$ cat src/rtl/operand_fetch_stage_if.sv
// Operand-fetch stage bundle: decoded instruction in, register-file select/data,
// MEM/WB forwarding sources, flush, and the valid/ready latch towards execute.
//   slave  : view of the operand_fetch_stage itself
//   master : view of the surrounding pipeline (decode, register file, MEM, WB, EX)
interface operand_fetch_stage_if #(
  parameter int WORD_W = 32,
  parameter int REG_AW = 5,
  parameter int CTRL_W = 16,
  parameter int CNT_W  = 16
);
  logic              in_valid;
  logic              in_ready;
  logic [REG_AW-1:0] in_rs;
  logic [REG_AW-1:0] in_rt;
  logic              in_use1;
  logic              in_use2;
  logic [REG_AW-1:0] in_rd;
  logic [CTRL_W-1:0] in_ctrl;
  logic [REG_AW-1:0] rsel1;
  logic [REG_AW-1:0] rsel2;
  logic [WORD_W-1:0] rdat1;
  logic [WORD_W-1:0] rdat2;
  logic              mem_wen;
  logic              mem_load;
  logic [REG_AW-1:0] mem_wsel;
  logic [WORD_W-1:0] mem_wdat;
  logic              wb_wen;
  logic [REG_AW-1:0] wb_wsel;
  logic [WORD_W-1:0] wb_wdat;
  logic              flush;
  logic              out_valid;
  logic              ex_ready;
  logic [WORD_W-1:0] out_opa;
  logic [WORD_W-1:0] out_opb;
  logic [REG_AW-1:0] out_rd;
  logic [CTRL_W-1:0] out_ctrl;
  logic [CNT_W-1:0]  stall_cnt;

  modport slave (
    input  in_valid, in_rs, in_rt, in_use1, in_use2, in_rd, in_ctrl,
    input  rdat1, rdat2,
    input  mem_wen, mem_load, mem_wsel, mem_wdat,
    input  wb_wen, wb_wsel, wb_wdat,
    input  flush, ex_ready,
    output in_ready, rsel1, rsel2,
    output out_valid, out_opa, out_opb, out_rd, out_ctrl, stall_cnt
  );

  modport master (
    output in_valid, in_rs, in_rt, in_use1, in_use2, in_rd, in_ctrl,
    output rdat1, rdat2,
    output mem_wen, mem_load, mem_wsel, mem_wdat,
    output wb_wen, wb_wsel, wb_wdat,
    output flush, ex_ready,
    input  in_ready, rsel1, rsel2,
    input  out_valid, out_opa, out_opb, out_rd, out_ctrl, stall_cnt
  );
endinterface

$ cat src/rtl/operand_fetch_stage.sv
// Operand fetch stage. Drives register-file read selects straight from the
// decoded instruction, merges read data with MEM/WB forwards, holds the
// instruction back on a load-use hazard, and registers the operands into a
// single valid/ready latch feeding execute.
// Ports:
//   CLK  - clock, rising edge
//   nRST - asynchronous reset, active low
//   bus  - operand_fetch_stage_if.slave (instruction in, regfile, forwards,
//          flush, execute handshake, stall counter)
module operand_fetch_stage #(
  parameter int WORD_W = 32,
  parameter int REG_AW = 5,
  parameter int CTRL_W = 16,
  parameter int CNT_W  = 16
) (
  input  logic                  CLK,
  input  logic                  nRST,
  operand_fetch_stage_if.slave  bus
);

  logic [REG_AW-1:0] src_sel  [2];
  logic              src_use  [2];
  logic [WORD_W-1:0] src_rdat [2];
  logic [WORD_W-1:0] src_fwd  [2];
  logic              src_haz  [2];

  logic              hazard;
  logic              ready;

  logic              valid_q, valid_d;
  logic [WORD_W-1:0] opa_q,   opa_d;
  logic [WORD_W-1:0] opb_q,   opb_d;
  logic [REG_AW-1:0] rd_q,    rd_d;
  logic [CTRL_W-1:0] ctrl_q,  ctrl_d;
  logic [CNT_W-1:0]  cnt_q,   cnt_d;

  assign src_sel[0]  = bus.in_rs;
  assign src_sel[1]  = bus.in_rt;
  assign src_use[0]  = bus.in_use1;
  assign src_use[1]  = bus.in_use2;
  assign src_rdat[0] = bus.rdat1;
  assign src_rdat[1] = bus.rdat2;

  genvar gi;
  generate
    for (gi = 0; gi < 2; gi++) begin : g_src
      // MEM is younger than WB, so it is checked first. A MEM load has no data
      // yet and must not be forwarded; the hazard logic covers that case.
      assign src_fwd[gi] =
        (src_sel[gi] == '0) ? '0 :
        (bus.mem_wen && !bus.mem_load && bus.mem_wsel == src_sel[gi]) ? bus.mem_wdat :
        (bus.wb_wen && bus.wb_wsel == src_sel[gi]) ? bus.wb_wdat :
        src_rdat[gi];

      assign src_haz[gi] = src_use[gi] && (src_sel[gi] != '0) &&
                           bus.mem_wen && bus.mem_load &&
                           (bus.mem_wsel == src_sel[gi]);
    end
  endgenerate

  assign hazard = bus.in_valid && (src_haz[0] || src_haz[1]);
  // Flush always accepts so the squashed instruction drains from decode.
  assign ready  = bus.flush || (!hazard && (!valid_q || bus.ex_ready));

  assign bus.rsel1     = bus.in_rs;
  assign bus.rsel2     = bus.in_rt;
  assign bus.in_ready  = ready;
  assign bus.out_valid = valid_q;
  assign bus.out_opa   = opa_q;
  assign bus.out_opb   = opb_q;
  assign bus.out_rd    = rd_q;
  assign bus.out_ctrl  = ctrl_q;
  assign bus.stall_cnt = cnt_q;

  always_comb begin
    valid_d = valid_q;
    opa_d   = opa_q;
    opb_d   = opb_q;
    rd_d    = rd_q;
    ctrl_d  = ctrl_q;
    cnt_d   = cnt_q;

    if (bus.flush) begin
      valid_d = 1'b0;
    end else if (bus.in_valid && ready) begin
      valid_d = 1'b1;
      opa_d   = src_fwd[0];
      opb_d   = src_fwd[1];
      rd_d    = bus.in_rd;
      ctrl_d  = bus.in_ctrl;
    end else if (bus.ex_ready) begin
      valid_d = 1'b0;
    end

    // Saturating: a stuck counter is more useful than one that wrapped to 0.
    if (hazard && !bus.flush && cnt_q != '1) begin
      cnt_d = cnt_q + CNT_W'(1);
    end
  end

  always_ff @(posedge CLK or negedge nRST) begin
    if (!nRST) begin
      valid_q <= 1'b0;
      opa_q   <= '0;
      opb_q   <= '0;
      rd_q    <= '0;
      ctrl_q  <= '0;
      cnt_q   <= '0;
    end else begin
      valid_q <= valid_d;
      opa_q   <= opa_d;
      opb_q   <= opb_d;
      rd_q    <= rd_d;
      ctrl_q  <= ctrl_d;
      cnt_q   <= cnt_d;
    end
  end

endmodule

$ cat src/flat_wrapper.sv
// flat-port wrapper written by rule: the top's interface ports become plain ports
module operand_fetch_stage_flat 
#(
  parameter int WORD_W = 32,
  parameter int REG_AW = 5,
  parameter int CTRL_W = 16,
  parameter int CNT_W  = 16
)
  (CLK, nRST, bus_in_valid, bus_in_rs, bus_in_rt, bus_in_use1, bus_in_use2, bus_in_rd, bus_in_ctrl, bus_rdat1, bus_rdat2, bus_mem_wen, bus_mem_load, bus_mem_wsel, bus_mem_wdat, bus_wb_wen, bus_wb_wsel, bus_wb_wdat, bus_flush, bus_ex_ready, bus_in_ready, bus_rsel1, bus_rsel2, bus_out_valid, bus_out_opa, bus_out_opb, bus_out_rd, bus_out_ctrl, bus_stall_cnt);
  operand_fetch_stage_if #(.WORD_W(WORD_W), .REG_AW(REG_AW), .CTRL_W(CTRL_W), .CNT_W(CNT_W)) bus_i ();
  input  logic CLK;
  input  logic nRST;
  input wire logic [$bits(bus_i.in_valid)-1:0] bus_in_valid;
  input wire logic [$bits(bus_i.in_rs)-1:0] bus_in_rs;
  input wire logic [$bits(bus_i.in_rt)-1:0] bus_in_rt;
  input wire logic [$bits(bus_i.in_use1)-1:0] bus_in_use1;
  input wire logic [$bits(bus_i.in_use2)-1:0] bus_in_use2;
  input wire logic [$bits(bus_i.in_rd)-1:0] bus_in_rd;
  input wire logic [$bits(bus_i.in_ctrl)-1:0] bus_in_ctrl;
  input wire logic [$bits(bus_i.rdat1)-1:0] bus_rdat1;
  input wire logic [$bits(bus_i.rdat2)-1:0] bus_rdat2;
  input wire logic [$bits(bus_i.mem_wen)-1:0] bus_mem_wen;
  input wire logic [$bits(bus_i.mem_load)-1:0] bus_mem_load;
  input wire logic [$bits(bus_i.mem_wsel)-1:0] bus_mem_wsel;
  input wire logic [$bits(bus_i.mem_wdat)-1:0] bus_mem_wdat;
  input wire logic [$bits(bus_i.wb_wen)-1:0] bus_wb_wen;
  input wire logic [$bits(bus_i.wb_wsel)-1:0] bus_wb_wsel;
  input wire logic [$bits(bus_i.wb_wdat)-1:0] bus_wb_wdat;
  input wire logic [$bits(bus_i.flush)-1:0] bus_flush;
  input wire logic [$bits(bus_i.ex_ready)-1:0] bus_ex_ready;
  output wire logic [$bits(bus_i.in_ready)-1:0] bus_in_ready;
  output wire logic [$bits(bus_i.rsel1)-1:0] bus_rsel1;
  output wire logic [$bits(bus_i.rsel2)-1:0] bus_rsel2;
  output wire logic [$bits(bus_i.out_valid)-1:0] bus_out_valid;
  output wire logic [$bits(bus_i.out_opa)-1:0] bus_out_opa;
  output wire logic [$bits(bus_i.out_opb)-1:0] bus_out_opb;
  output wire logic [$bits(bus_i.out_rd)-1:0] bus_out_rd;
  output wire logic [$bits(bus_i.out_ctrl)-1:0] bus_out_ctrl;
  output wire logic [$bits(bus_i.stall_cnt)-1:0] bus_stall_cnt;
  assign bus_i.in_valid = bus_in_valid;
  assign bus_i.in_rs = bus_in_rs;
  assign bus_i.in_rt = bus_in_rt;
  assign bus_i.in_use1 = bus_in_use1;
  assign bus_i.in_use2 = bus_in_use2;
  assign bus_i.in_rd = bus_in_rd;
  assign bus_i.in_ctrl = bus_in_ctrl;
  assign bus_i.rdat1 = bus_rdat1;
  assign bus_i.rdat2 = bus_rdat2;
  assign bus_i.mem_wen = bus_mem_wen;
  assign bus_i.mem_load = bus_mem_load;
  assign bus_i.mem_wsel = bus_mem_wsel;
  assign bus_i.mem_wdat = bus_mem_wdat;
  assign bus_i.wb_wen = bus_wb_wen;
  assign bus_i.wb_wsel = bus_wb_wsel;
  assign bus_i.wb_wdat = bus_wb_wdat;
  assign bus_i.flush = bus_flush;
  assign bus_i.ex_ready = bus_ex_ready;
  assign bus_in_ready = bus_i.in_ready;
  assign bus_rsel1 = bus_i.rsel1;
  assign bus_rsel2 = bus_i.rsel2;
  assign bus_out_valid = bus_i.out_valid;
  assign bus_out_opa = bus_i.out_opa;
  assign bus_out_opb = bus_i.out_opb;
  assign bus_out_rd = bus_i.out_rd;
  assign bus_out_ctrl = bus_i.out_ctrl;
  assign bus_stall_cnt = bus_i.stall_cnt;
  operand_fetch_stage #(.WORD_W(WORD_W), .REG_AW(REG_AW), .CTRL_W(CTRL_W), .CNT_W(CNT_W)) u_core (.CLK(CLK), .nRST(nRST), .bus(bus_i));
endmodule
$ cat config.mk
export PLATFORM = sky130hd
export DESIGN_NAME = operand_fetch_stage_flat
export DESIGN_NICKNAME = d
export VERILOG_FILES = /design/src/rtl/operand_fetch_stage_if.sv /design/src/rtl/operand_fetch_stage.sv /design/src/flat_wrapper.sv
export SDC_FILE = /design/constraint.sdc
export NUM_CORES = 1
export LEC_CHECK = 0
export CAP_MARGIN = 20
export CELL_PAD_IN_SITES_DETAIL_PLACEMENT = 0
export CELL_PAD_IN_SITES_GLOBAL_PLACEMENT = 1
export CORE_MARGIN = 8
export CORE_UTILIZATION = 30
export CTS_CLUSTER_DIAMETER = 60
export DETAILED_ROUTE_END_ITERATION = 16
export GPL_ROUTABILITY_DRIVEN = 0
export PLACE_DENSITY_LB_ADDON = 0.1
export RECOVER_POWER = 50
export SYNTH_ARGS = -nofsm -noshare
export SYNTH_HDL_FRONTEND = slang
export SYNTH_SLANG_ARGS = --single-unit
$ cat constraint.sdc
create_clock -name CLK -period 2.7 [get_ports CLK]
set_input_delay 0.81 -clock CLK [delete_from_list [all_inputs] [get_ports CLK]]
set_output_delay 0.81 -clock CLK [all_outputs]
set_load 0.02 [all_outputs]
== After elaboration in Yosys (flattened, before gate mapping) ==
Cells that the tools add are included.

* Register bits: 102
* Latch bits: 0
* Bits in writable memories: 0
* Memory bits (read-only): 0
* Output and inout port bits: 113
* Logic and storage cells: 53
* Memories kept: 0

* $add $sub $neg: 1
* Multipliers: 0
* Divide/modulo/power cells: 0
* Magnitude comparators: 0
* Equal/unequal tests: 5
* Shift-type cells: 0
* Multiplexer cells: 9
* Bitwise logic cells: 1
* Reductions and logical operators: 31

{| class="wikitable"
|+ Operators with widths
! operator !! number
|-
| $mux 32 || 6
|-
| $eq 5x5->1 || 4
|-
| $logic_and 1x1->1 || 18
|-
| $add 16x1->16 const B || 1
|-
| $ne 16x16->1 const B || 1
|-
| $logic_not 5->1 || 2
|-
| $reduce_bool 5->1 || 2
|-
| $logic_not 1->1 || 4
|-
| $logic_or 1x1->1 || 3
|-
| $mux 1 || 3
|-
| $reduce_bool 3->1 || 1
|-
| $reduce_and 2->1 || 1
|-
| $not 1->1 || 1
|}

== Logic depth before layout (Yosys ltp) ==
Gate-level depths: netlist of run 1.

* Word-level depth: 13
* Gate-level depth with buffers: 9

== Worst setup path before layout of run 1 ==
No wires, ideal clock.

* Path type: in2out
* Start point: input bus_in_rs[1]
* End point: output bus_in_ready
* Arrival time: 2.050 ns
* Required time: 1.890 ns
* Setup slack: -0.160 ns
* Stages on the path: 5
* Path buffers: 0
* Path through: or4_1 > o211a_1 > nand3_2 > nand2_1 > nor2_1

* Cells in the longest elaborated chain, start to end: 10
* Elaborated cells on any way between the ends: 11
* Classes of those cells: eq/ne: 1; reduce/logical: 10

{| class="wikitable"
|+ Ends and longest elaborated chain
! element !! RTL line !! source
|-
| start, declared || flat_wrapper.sv:14 || <nowiki>input wire logic [$bits(bus_i.in_rs)-1:0] bus_in_rs;</nowiki>
|-
| $reduce_bool 5->1 || operand_fetch_stage.sv:55 || <nowiki>assign src_haz[gi] = src_use[gi] && (src_sel[gi] != '0) &&</nowiki>
|-
| $logic_and 1x1->1 (2 in series) || operand_fetch_stage.sv:55 ||
|-
| $logic_and 1x1->1 || operand_fetch_stage.sv:56 || <nowiki>bus.mem_wen && bus.mem_load &&</nowiki>
|-
| $logic_and 1x1->1 (*) || operand_fetch_stage.sv:56 ||
|-
| $logic_or 1x1->1 (*) || operand_fetch_stage.sv:61 || <nowiki>assign hazard = bus.in_valid && (src_haz[0] || src_haz[1]);</nowiki>
|-
| $logic_and 1x1->1 (*) || operand_fetch_stage.sv:61 ||
|-
| $logic_not 1->1 (*) || operand_fetch_stage.sv:63 || <nowiki>assign ready = bus.flush || (!hazard && (!valid_q || bus.ex_ready));</nowiki>
|-
| $logic_and 1x1->1 (*) || operand_fetch_stage.sv:63 ||
|-
| $logic_or 1x1->1 (*) || operand_fetch_stage.sv:63 ||
|-
| end, declared || flat_wrapper.sv:31 || <nowiki>output wire logic [$bits(bus_i.in_ready)-1:0] bus_in_ready;</nowiki>
|}

Every way passes the cells marked *; elsewhere a longest branch is shown, timed or not.

== Worst setup path in the final report of run 1 ==
* Start point: input bus_in_rs[3]
* End point: output bus_in_ready

Same word-level chain as after synthesis.

==> results of run 1 <==
layout by cell type (no fill, tap or decap), types with 6 or more instances in the layout:
cell type and instances:
a211o_1 32, a21o_1 25, a311oi_2 17, a32o_1 32, and3_1 41, buf_12 22, buf_16 6, buf_4 44
buf_6 13, clkbuf_16 12, clkdlybuf4s50_1 253, dfrtp_1 102, dlygate4sd2_1 12, dlygate4sd3_1 16, mux2_4 20, nand2_1 79
nand4_1 7, nor2_1 8, o21ai_0 34, or3_1 32, xnor2_1 13, xor2_1 13
how the worst min path moves through the flow:
stage,start,end,slack (ps),cells after the start
CTS,nRST,u_core.bus.out_opb[17],310,1
global route,u_core.bus.out_opb[9],u_core.bus.out_opb[9],500,1
detailed placement,u_core.bus.out_opb[9],u_core.bus.out_opb[9],470,1
floorplan,nRST,u_core.bus.out_ctrl[0],510,0
global placement,u_core.bus.out_opb[5],u_core.bus.out_opb[5],460,1
finish,u_core.bus.out_opb[9],u_core.bus.out_opb[9],480,1
where the power goes:
part	total (mW)	switching [mW]	internal [mW]
Sequential	1.87	0.125	1.74
Clock	1.33	0.610	0.719
Combinational	1.79	0.809	0.978
logic make-up (layout without fill, tap and decap cells):
family                     count (synthesis)  after routing  share of synthesized area, %
muxes                                     24             24                          5.79
buffers and inverters                     65            397                          6.07
DFF                                      102            102                          43.8
xor gates and xnor gates                  28             28                          4.21
and+or+nand+nor                          200            200                          17.6
AOI/OAI and AO/OA                        163            163                          22.3
adders and majority gates                  1              1                         0.215
layer usage:
metal	vias up	routed length, microns
li1	2842	-
met1	3096	10800
met2	252	13300
met3	43	2010
met4	0	779
met5	-	0
timing repair:
item                                    in CTS  in global routing
cloned                                       6                  3
endpoints found under the setup margin      97                 78
buffers inserted                            28                  6
pin swaps                                   14                 15
resized for setup                           88                 30
sequential cells by signal, indices dropped and copies added, names as in the netlist:
signal                cells
u_core.bus.out_valid      1
u_core.bus.out_rd         5
u_core.bus.out_opb       32
u_core.bus.out_ctrl      16
u_core.bus.out_opa       32
u_core.bus.stall_cnt     16
metrics by stage:
| stage | util, % | total power [mW] |
|---|---|---|
| 2_1_floorplan | - | 2.57 |
| 3_3_place_gp | 48.8 | 3.55 |
| 3_5_place_dp | 48.8 | 3.58 |
| 4_1_cts | 53.0 | 5.01 |
| 5_1_grt | 54.4 | 5.21 |
| 6_report | 54.4 | 4.99 |
cell type report:
type | count | share of cell area (%)
Timing Repair Buffer | 378 | 38.5
Multi-Input combinational cell | 416 | 31.1
Sequential cell | 102 | 24.4
Tap cell | 265 | 3.16
Clock buffer | 10 | 2.18
Clock inverter | 5 | 0.573
Inverter | 4 | 0.143
==> results.ini, run 1 <==
[global_route]
met2_usage_pct=36.9
met3_usage_pct=6.52
busiest_layer=met2
grt_overflow_total=0
grt.met1_usage_pct=24.3
grt_first_pass_wirelength_microns=40000
grtUsageTotal_pct=21.4
antenna_found_initial=0
grt_pass1_vias=6877
grt_max_degree=65

[sta]
slew_headroom_pct=40.8
setup_ws_ps=-170
post-route-period-util_pct=106
hold_ws_ps=478
post-route-min-period_ps=2870
fin_setup_tns_ps=-2510
fmax_ghz=0.348
worst_pin_slew_ps=889
finClkSkew_ps=8.74
report.final.hold_viol_count=0
slew_viol_final=0
rsz0062_at_grt=yes
setup_viol=60

[clock_network]
cts_made_buffers=9
clkLatencyLatePin_ps=350
ctsHoldBuffers=0
cts_tree=built
clkTransAtPathRegs_ps=70
htreeDepth=3
cts_buffer_depth=2
clockRootBuffer=clkbuf_16
cts.sinks=102

[pwr]
power.leakage_nw=4.67
peakVddDrop_mv=0.380
power.density_nw_per_um2=476

[logic_synthesis]
avgSynthCellArea_sq_um=10.0
synth_cell_types=45
synth_top_area_share_pct=43.8
yosysWarnings=0
syn-num-nets=763
ys_seq_area_share_pct=43.8
netlist_instances=583
synthTopCellsByArea=dfrtp_1 (44%), a32o_1 (5.5%), nand2_1 (5.3%)
yosysTopAreaCell=dfrtp_1
ys_ff_latch=102
synth_common_cells=dfrtp_1 (102), nand2_1 (83), and3_1 (42), o21ai_0 (34), clkbuf_1 (33)
async_flop_share_pct=100
yosys.cell_count.top_type=dfrtp_1
synth_area_sq_um=5830
synth_edf_count=0
ys.flop_type=dfrtp_1

[setup_path]
rr_endpoint=u_core.bus.stall_cnt[1]
cp-end-kind=primary output
crit_buf_inv=2
reg2regPathDepth=6
startpoint_type=input port
crit_start=bus_in_rs[3]
r2r-start=u_core.bus.stall_cnt[1]
crit_family=simple AND/OR/NAND/NOR gates
worstPathArrival_ps=2060
crit_chain=buf_6 > or4_4 > o211a_1 > nand3_2 > nand2_2 > nor2_4 > buf_6
crit_fanout=2
critPathKind=in -> out
worst_path_most_repeated_cell=buf_6
critical_path.slowest_cell=or4_4
rrSetupSlack_ps=950
cp-endpoint=bus_in_ready
cpPeakStageDelay_ps=530
crit_cells=7
critPathRequiredTime_ps=1890

[die]
rows=51
dieArea_sq_um=24200
core-area_sq_um=19300
die_w_microns=155
die_h_microns=155
start_util_pct=30.3
ios=292

[final_layout]
final_cells=1180
regArea_sq_um=2550
fin_area_sq_um=10500
multi_input_area_sq_um=3260
area_growth_pct=79.7
nets=1091
drive_above_1_share_pct=19.5
nFillCells=1748
antennaDiodeCount=0

[run_status]
status=finished, violations left
violations=negative setup slack

[route]
routed_wirelength_microns=26900
drc=0
drt_iter0_drc=311
num_vias=6233
dr.pass1.iters=7
wl_per_cell_microns=22.8
drtAntennaViolNets=0
post_drt_via_cell_ratio=5.28

[flow_run]
cap_violations=0

[placed_design]
placed_cell_area_sq_um=9410
dp_cells=1133
post-dp-hpwl_microns=18100
io_buffers=291
dp_slack_ps=-1020

[hold_path]
hold_path.class=reg -> reg

(Power assumes the default switching activity.)
==> run 2: changes to the inputs <==
CORE_MARGIN = 3   (was 8)
==> results.ini, run 2 (synthesis results as in run 1) <==
[clock_network]
clkTransAtPathRegs_ps=70
cts_tree=built
cts_buffer_depth=2
cts.sinks=102
cts_made_buffers=9
clkLatencyLatePin_ps=350
htreeDepth=3
clockRootBuffer=clkbuf_16

[final_layout]
drive_above_1_share_pct=15.9
final_cell_mix=clkdlybuf4s50_1 (216), dfrtp_1 (102), nand2_1 (80)
final_common_cell=clkdlybuf4s50_1
regArea_sq_um=2550
nFillCells=1726
area_growth_pct=70.7
nets=1069
final_cells=1155
final_util_pct=52.7
multi_input_area_sq_um=3110

[placed_design]
io_buffers=291
dp_cells=1133
post-dp-hpwl_microns=17100
dp_slack_ps=-1010

[route]
num_vias=6087
dr.pass1.iters=5
drt_iter0_drc=278
drtAntennaViolNets=0
drc=0
routed_wirelength_microns=24100
post_drt_via_cell_ratio=5.27
wl_per_cell_microns=20.9

[die]
start_util_pct=30.9
die_w_microns=145
die_h_microns=145
core-area_sq_um=18900
ios=292
rows=50
dieArea_sq_um=21100

[pwr]
combPwrFrac_pct=33.2
switching_share_pct=30.1
peakVddDrop_mv=0.299
switchingPower_mw=1.48
internal_power_mw=3.43
power.share.clock_pct=28.7
power.density_nw_per_um2=493
pwr-share-seq_pct=38.1
power.leakage_nw=4.53

[hold_path]
hold_path.class=reg -> reg
min_from=u_core.bus.out_opb[27]
hold-path-endpoint=u_core.bus.out_opb[27]
hold_depth=1

[sta]
finClkSkew_ps=4.00
rsz0062_at_grt=yes
report.final.hold_viol_count=0
slew_viol_final=0
worst_pin_slew_ps=1220
post-route-min-period_ps=2880
setup_viol=1
fmax_ghz=0.347
post-route-period-util_pct=107
setup_ws_ps=-178
slew_headroom_pct=18.6

[setup_path]
cp-end-kind=primary output
worstPathArrival_ps=2070
crit_chain=buf_6 > or4_4 > o211a_1 > nand3_2 > nand2_2 > nor2_4 > buf_6
rr_endpoint=u_core.bus.stall_cnt[1]
startpoint_type=input port
critical_path.slowest_cell=or4_4
critPathRequiredTime_ps=1890
reg2regPathDepth=6
crit_fanout=2
worst_path_most_repeated_cell=buf_6
cpPeakStageDelay_ps=540
critPathKind=in -> out
rrSetupSlack_ps=1000
r2r-start=u_core.bus.stall_cnt[0]

[run_status]
violations=negative setup slack
status=finished, violations left

[global_route]
grt_overflow_total=0
grt_max_degree=65
grt_pass1_vias=6551
grt_first_pass_wirelength_microns=37100
grtUsageTotal_pct=22.0
antenna_found_initial=2

[flow_run]
cap_violations=0

==> run 2: routing by layer <==
| metal | vias to the layer above | GRT usage, % | wire length [microns] |
|---|---|---|---|
| li1 | 2790 | - | - |
| met1 | 3032 | 26.7 | 9770 |
| met2 | 238 | 38.1 | 12100 |
| met3 | 25 | 6.66 | 1830 |
| met4 | 2 | 5.56 | 378 |
| met5 | - | 0 | 13 |
==> run 2: layout make-up <==
type / instances / share of cell area (%)
Timing Repair Buffer: 356 / 36.5
Sequential cell: 102 / 25.6
Clock buffer: 10 / 2.30
Clock inverter: 6 / 0.867
Multi-Input combinational cell: 416 / 31.3
Tap cell: 260 / 3.27
Antenna cell: 1 / 0.0251
Inverter: 4 / 0.151
==> run 2: worst max-delay path by stage <==
stage | from | to | slack [ps] | depth (start not counted)
after detailed placement | bus_in_rs[1] | bus_in_ready | -1010 | 7
after CTS | bus_in_rs[2] | bus_in_ready | -190 | 7
after global placement | bus_in_rs[1] | bus_in_ready | -970 | 7
after floorplan | bus_in_rs[1] | bus_in_ready | -2 | 5
after global routing | bus_in_rs[1] | bus_in_ready | -230 | 7
final | bus_in_rs[1] | bus_in_ready | -180 | 7
==> run 2: repair_timing <==
| item | 4_1_cts | 5_1_grt |
|---|---|---|
| hold endpoints to repair | 0 | 0 |
| setup endpoints to repair | 107 | 81 |
| gates resized for setup | 46 | 24 |
| pin swaps | 8 | 8 |
| hold buffers | 0 | 0 |
| buffers inserted | 3 | 1 |
| gates cloned | 0 | 2 |
==> run 2: power by group through the flow <==
stage / Clock (mW) / Sequential (mW) / Combinational [mW]
global placement: 0 / 1.89 / 1.66
detailed placement: 0 / 1.90 / 1.67
CTS: 1.45 / 1.88 / 1.68
global route: 1.50 / 1.90 / 1.72
finish: 1.41 / 1.87 / 1.63
floorplan: 0 / 2.16 / 0.416
==> run 2: worst max-delay path: cells and delay by family <==
family	cells	cell delay, ps
AND/OR/NAND/NOR	4	790
AO/OA/AOI/OAI	1	250
buffers and inverters	2	210
==> run 2: stage by stage <==
step                      instance area [sq um]  total power [mW]  TNS (ps)  hold WS, ps
after global placement                     9460              3.55    -42640          461
final                                      9950              4.91      -178          469
after CTS                                  9830              5.01      -188          481
after global routing                       9950              5.12      -227          488
after floorplan                            5850              2.57     -2.44          514
after detailed placement                   9460              3.57    -52580          465
